`src/rtl/vga_layer_compositor.sv`:
```
// VGA timing generator and fixed-priority layer compositor.
// Produces sync, pixel coordinates and a registered RGB word merged from LAYERS painter outputs.
//
// state | meaning
// SHOW  | all layers visible
// HIDE  | layers with blink_mask set are suppressed
module vga_layer_compositor #(
    parameter int RGB_W        = 3,
    parameter int LAYERS       = 4,
    parameter int CLK_DIV      = 4,
    parameter int H_ACTIVE     = 640,
    parameter int H_FP         = 16,
    parameter int H_SYNC       = 96,
    parameter int H_BP         = 48,
    parameter int V_ACTIVE     = 480,
    parameter int V_FP         = 10,
    parameter int V_SYNC       = 2,
    parameter int V_BP         = 33,
    parameter int BLINK_FRAMES = 30
) (
    input  logic                      clk_100MHz,
    input  logic                      reset_n,
    input  logic [LAYERS-1:0]         layer_on,
    input  logic [LAYERS*RGB_W-1:0]   layer_rgb,
    input  logic [LAYERS-1:0]         blink_mask,
    input  logic [RGB_W-1:0]          bg_rgb,
    output logic [9:0]                pixel_x,
    output logic [9:0]                pixel_y,
    output logic                      video_on,
    output logic                      pixel_tick,
    output logic                      frame_start,
    output logic                      hsync,
    output logic                      vsync,
    output logic [RGB_W-1:0]          rgb
);

    localparam int H_TOTAL = H_ACTIVE + H_FP + H_SYNC + H_BP;
    localparam int V_TOTAL = V_ACTIVE + V_FP + V_SYNC + V_BP;
    localparam int DIV_W   = (CLK_DIV > 1) ? $clog2(CLK_DIV) : 1;
    localparam int FC_W    = (BLINK_FRAMES > 1) ? $clog2(BLINK_FRAMES) : 1;

    localparam logic [9:0]       H_LAST   = 10'(H_TOTAL - 1);
    localparam logic [9:0]       V_LAST   = 10'(V_TOTAL - 1);
    localparam logic [9:0]       H_ACT    = 10'(H_ACTIVE);
    localparam logic [9:0]       V_ACT    = 10'(V_ACTIVE);
    localparam logic [9:0]       HS_START = 10'(H_ACTIVE + H_FP);
    localparam logic [9:0]       HS_END   = 10'(H_ACTIVE + H_FP + H_SYNC);
    localparam logic [9:0]       VS_START = 10'(V_ACTIVE + V_FP);
    localparam logic [9:0]       VS_END   = 10'(V_ACTIVE + V_FP + V_SYNC);
    localparam logic [DIV_W-1:0] DIV_LAST = DIV_W'(CLK_DIV - 1);
    localparam logic [FC_W-1:0]  FC_LAST  = FC_W'(BLINK_FRAMES - 1);

    typedef enum logic {SHOW, HIDE} blink_state_t;

    logic [DIV_W-1:0] div_q, div_d;
    logic             tick_q, tick_d;
    logic [9:0]       x_q, x_d;
    logic [9:0]       y_q, y_d;
    logic             hsync_q, hsync_d;
    logic             vsync_q, vsync_d;
    logic [RGB_W-1:0] rgb_q, rgb_d;
    logic [FC_W-1:0]  fcnt_q, fcnt_d;
    blink_state_t     state_q, state_d;

    logic [LAYERS-1:0] eff_on;
    logic [RGB_W-1:0]  pix_rgb;
    logic              frame_wrap;

    assign video_on   = (x_q < H_ACT) && (y_q < V_ACT);
    assign frame_wrap = tick_q && (x_q == H_LAST) && (y_q == V_LAST);

    // Walk from lowest priority upward so the lowest hit index wins.
    always_comb begin
        eff_on = layer_on;
        if (state_q == HIDE) eff_on = layer_on & ~blink_mask;
        pix_rgb = bg_rgb;
        for (int i = LAYERS - 1; i >= 0; i--) begin
            if (eff_on[i]) pix_rgb = layer_rgb[i*RGB_W +: RGB_W];
        end
    end

    always_comb begin
        div_d   = (div_q == DIV_LAST) ? '0 : div_q + 1'b1;
        tick_d  = (div_d == DIV_LAST);
        x_d     = x_q;
        y_d     = y_q;
        hsync_d = hsync_q;
        vsync_d = vsync_q;
        rgb_d   = rgb_q;
        fcnt_d  = fcnt_q;
        state_d = state_q;
        if (tick_q) begin
            x_d = (x_q == H_LAST) ? 10'd0 : x_q + 10'd1;
            if (x_q == H_LAST) y_d = (y_q == V_LAST) ? 10'd0 : y_q + 10'd1;
            hsync_d = !((x_q >= HS_START) && (x_q < HS_END));
            vsync_d = !((y_q >= VS_START) && (y_q < VS_END));
            rgb_d   = video_on ? pix_rgb : '0;
        end
        if (frame_wrap) begin
            if (fcnt_q == FC_LAST) begin
                fcnt_d  = '0;
                state_d = (state_q == SHOW) ? HIDE : SHOW;
            end else begin
                fcnt_d = fcnt_q + 1'b1;
            end
        end
    end

    always_ff @(posedge clk_100MHz or negedge reset_n) begin
        if (!reset_n) begin
            div_q   <= '0;
            tick_q  <= 1'b0;
            x_q     <= '0;
            y_q     <= '0;
            hsync_q <= 1'b1;
            vsync_q <= 1'b1;
            rgb_q   <= '0;
            fcnt_q  <= '0;
            state_q <= SHOW;
        end else begin
            div_q   <= div_d;
            tick_q  <= tick_d;
            x_q     <= x_d;
            y_q     <= y_d;
            hsync_q <= hsync_d;
            vsync_q <= vsync_d;
            rgb_q   <= rgb_d;
            fcnt_q  <= fcnt_d;
            state_q <= state_d;
        end
    end

    assign pixel_x     = x_q;
    assign pixel_y     = y_q;
    assign pixel_tick  = tick_q;
    assign frame_start = frame_wrap;
    assign hsync       = hsync_q;
    assign vsync       = vsync_q;
    assign rgb         = rgb_q;

endmodule

```
`config.mk`:
```
export PLATFORM = sky130hd
export DESIGN_NAME = vga_layer_compositor
export DESIGN_NICKNAME = d
export VERILOG_FILES = /design/src/rtl/vga_layer_compositor.sv
export SDC_FILE = /design/constraint.sdc
export NUM_CORES = 1
export LEC_CHECK = 0
export CELL_PAD_IN_SITES_DETAIL_PLACEMENT = 1
export CELL_PAD_IN_SITES_GLOBAL_PLACEMENT = 1
export CORE_MARGIN = 10
export CORE_UTILIZATION = 36
export DETAILED_ROUTE_END_ITERATION = 6
export GPL_ROUTABILITY_DRIVEN = 0
export MAX_ROUTING_LAYER = met4
export PLACE_DENSITY_LB_ADDON = 0.1
export SYNTH_ARGS = -nofsm -noshare
export SYNTH_HDL_FRONTEND = slang
export SYNTH_SLANG_ARGS = --single-unit
```
`constraint.sdc`:
```
create_clock -name clk_100MHz -period 2.5 [get_ports clk_100MHz]
set_clock_uncertainty 0.2 [all_clocks]
set_input_delay 0.5 -clock clk_100MHz [delete_from_list [all_inputs] [get_ports clk_100MHz]]
set_output_delay 0.5 -clock clk_100MHz [all_outputs]
set_load 0.03 [all_outputs]
```
==> metrics.cfg <==
[hold_path]
min_from=div_q[0]$_DFF_PN0_
worstHoldPathCells=1
min_delay_worst_endpoint=div_q[0]$_DFF_PN0_
hold_path_class=flop to flop

[synthesis]
synth_cell_types=42
post-synth-top-area-cell=dfrtp_1
synth_cells=212
ys_top_cells_by_area=dfrtp_1 (41%), ha_1 (5.1%), o21ai_0 (4.3%)
synthArstFlopShare_pct=100
synth_fa_ha_area_share_pct=5.08
syn_area_um2=1970
yosys-top-cells-count=dfrtp_1 (32), nand2_1 (20), o21ai_0 (17)
synthMuxAreaShare_pct=2.10
synth_xor_area_share_pct=4.89
synth.ff_latch_count=34
synth_top_family_by_area=simple AND/OR/NAND/NOR gates
yosysSeqAreaShare_pct=43.3
synth_ff_type=dfrtp_1
synth_compound_area_share_pct=17.0
synth_area_per_cell_um2=9.30
synth-simple-area-share_pct=23.7
synth_top_area_share_pct=40.6
syn_nets=245
synth_edf_count=0
ys.warnings.count=0
yosysMostFrequentCell=dfrtp_1

[detailed_routing]
first_pass_iters=4
ant_nets=0
num_vias=1811
drtIter0Drc=72
drcViolationCount=0
wl_per_cell_um=17.2
vias_per_cell=5.20
wl_mm=5.97

[place]
dpl.hpwl_mm=4.68
io_buffers=52
preCtsSetupSlack_ns=0.321
placed_area_um2=2650

[timing]
final_hold_viol_count=0
fin_crit_sh_pct=95.7
tightest_slew_ns=0.466
slew_violations=0
worst_slack_ns=0.106
setup_tns_ns=0
max_slew_margin_pct=68.9
report.final.setup_viol=0
max_freq_ghz=0.418
period_needed_ns=2.39

[floorplanning]
die_h_um=94.0
initial_core_util_pct=37.9
io-pin-count=53
die_area_um2=8830
core_area_um2=5200
rows=26
die_w_um=94.0

[finish]
multi_input_area_um2=1050
area_delta_synth_final_pct=39.3
nets=310
fin_area_um2=2750
seq_area_um2=856
fillers=615
antennaDiodeCount=0
drive_gt1_share_pct=11.9

[global_route]
grt_overflow=0
grt_max_degree=35
antenna_found_initial=0
grtUsageTotal_pct=14.6
grt_pass1_wl_mm=10.1
grt_pass1_vias=1919

[clock_tree]
clock_path_buffers=2
clkTransAtPathRegs_ns=0.08
post_cts_buffers=0
cts_tree=yes
cts_inserted_buffers=5
ctsHoldBuffers=0
clock-sinks=34
cts-htree-levels=2
clk_latency_ns=0.29
root_buffer=clkbuf_8

[setup_path]
rr_endpoint=fcnt_q[4]$_DFFE_PN0P_
crit_arrival_ns=1.69
cp_top_family=simple AND/OR/NAND/NOR gates
reg2regPathDepth=7
worst-path-buf-inv=1
required_ns=1.80
critPathKind=flop to primary output
worst_path_largest_cell_delay_ns=0.49
worstPathCellList=nor4b_4 -> nand4_4 -> nor2_2 -> buf_4
cp_max_fo=8
cp-end-kind=primary output
r2r_setup_slack_ns=0.39
cp_slowest_cell=dfrtp_1
rr_startpoint=pixel_y[0]$_DFFE_PN0N_
cp-start-kind=flop

[power]
p_leak_nw=1.19
powerDensity_nw_per_um2=398
irDropWorstVdd_v=0.000299

[outcome]
status=finished clean

[run]
maxCapViolations=0

-- kinds of logic after synthesis --
| group | count (synthesis) |
|---|---|
| multiplexers | 4 |
| AO/OA/AOI/OAI | 51 |
| XOR/XNOR | 11 |
| adder cells (fa/ha/maj) | 8 |
| buffers and inverters | 20 |
| flip-flops | 34 |
| AND/OR/NAND/NOR | 84 |
-- state kept, by name (all words and copies together), names as in the netlist --
| signal | cells |
|---|---|
| vsync | 1 |
| state_q | 1 |
| hsync | 1 |
| div_q | 2 |
| rgb | 3 |
| fcnt_q | 5 |
| pixel_x | 10 |
| pixel_tick | 1 |
| pixel_y | 10 |
-- power by group --
group	leakage, nW	switching [mW]	total (mW)	internal (mW)
sequential	0.443	0.00339	0.559	0.556
clock	0.0482	0.197	0.419	0.222
combinational	0.701	0.0520	0.114	0.0623
-- layout make-up --
type	count	share of cell area, %
Inverter	13	1.78
Clock buffer	7	3.14
Clock inverter	1	0.182
Multi-Input combinational cell	158	38.1
Tap cell	70	3.19
Sequential cell	34	31.2
Timing Repair Buffer	65	22.4
-- cells in the final DEF (no fill, tap or decap), drive strengths merged, types with 3 or more instances in the layout --
cell type / Yosys / routed
and3: 7 / 7
o21ai: 17 / 17
nor2: 14 / 14
xnor2: 3 / 3
nand2: 20 / 20
mux2i: 3 / 3
inv: 13 / 13
a31oi: 3 / 3
o41ai: 3 / 3
a21oi: 9 / 9
o31ai: 4 / 4
nand3: 9 / 9
ha: 8 / 8
dfrtp: 32 / 32
xor2: 8 / 8
buf: 2 / 14
a2bb2oi: 3 / 3
clkdlybuf4s50: 0 / 50
nand2b: 10 / 10
nand4: 8 / 8
clkbuf: 5 / 7
nor3: 5 / 5
-- per-layer routing --
layer / vias up / track usage (%) / share of wire, %
met5: - / - / 0
met4: 0 / 3.80 / 0.70
met3: 5 / 3.76 / 4.2
met2: 34 / 23.3 / 48
met1: 883 / 17.8 / 47
li1: 889 / - / -
-- repair_timing --
item	in CTS	in global routing
resized for setup	1	4
pin swaps	0	2
endpoints found under the setup margin	1	1
-- how the worst max path moves through the flow --
stage | slack, ns | end | cells after the start | startpoint
after floorplan | 0.09 | fcnt_q[0]$_DFFE_PN0P_ | 7 | pixel_y[1]$_DFFE_PN0N_
after global placement | 0.34 | frame_start | 5 | pixel_x[0]$_DFFE_PN0P_
after detailed placement | 0.32 | video_on | 3 | pixel_x[8]$_DFFE_PN0P_
after CTS | 0.005 | frame_start | 5 | pixel_x[0]$_DFFE_PN0P_
after global routing | -0.006 | frame_start | 5 | pixel_x[1]$_DFFE_PN0P_
final | 0.11 | frame_start | 4 | pixel_x[5]$_DFFE_PN0P_
-- per-stage QoR --
step	instances	total power, mW	util (%)	hold WS (ns)
floorplan	212	0.611	-	0.00441
global placement	340	0.683	50.8	0.244
detailed placement	340	0.686	50.8	0.247
CTS	348	1.11	52.5	0.268
global route	348	1.14	52.7	0.276
finish	348	1.09	52.7	0.268
Note: power is estimated with default switching activity, not from simulation.
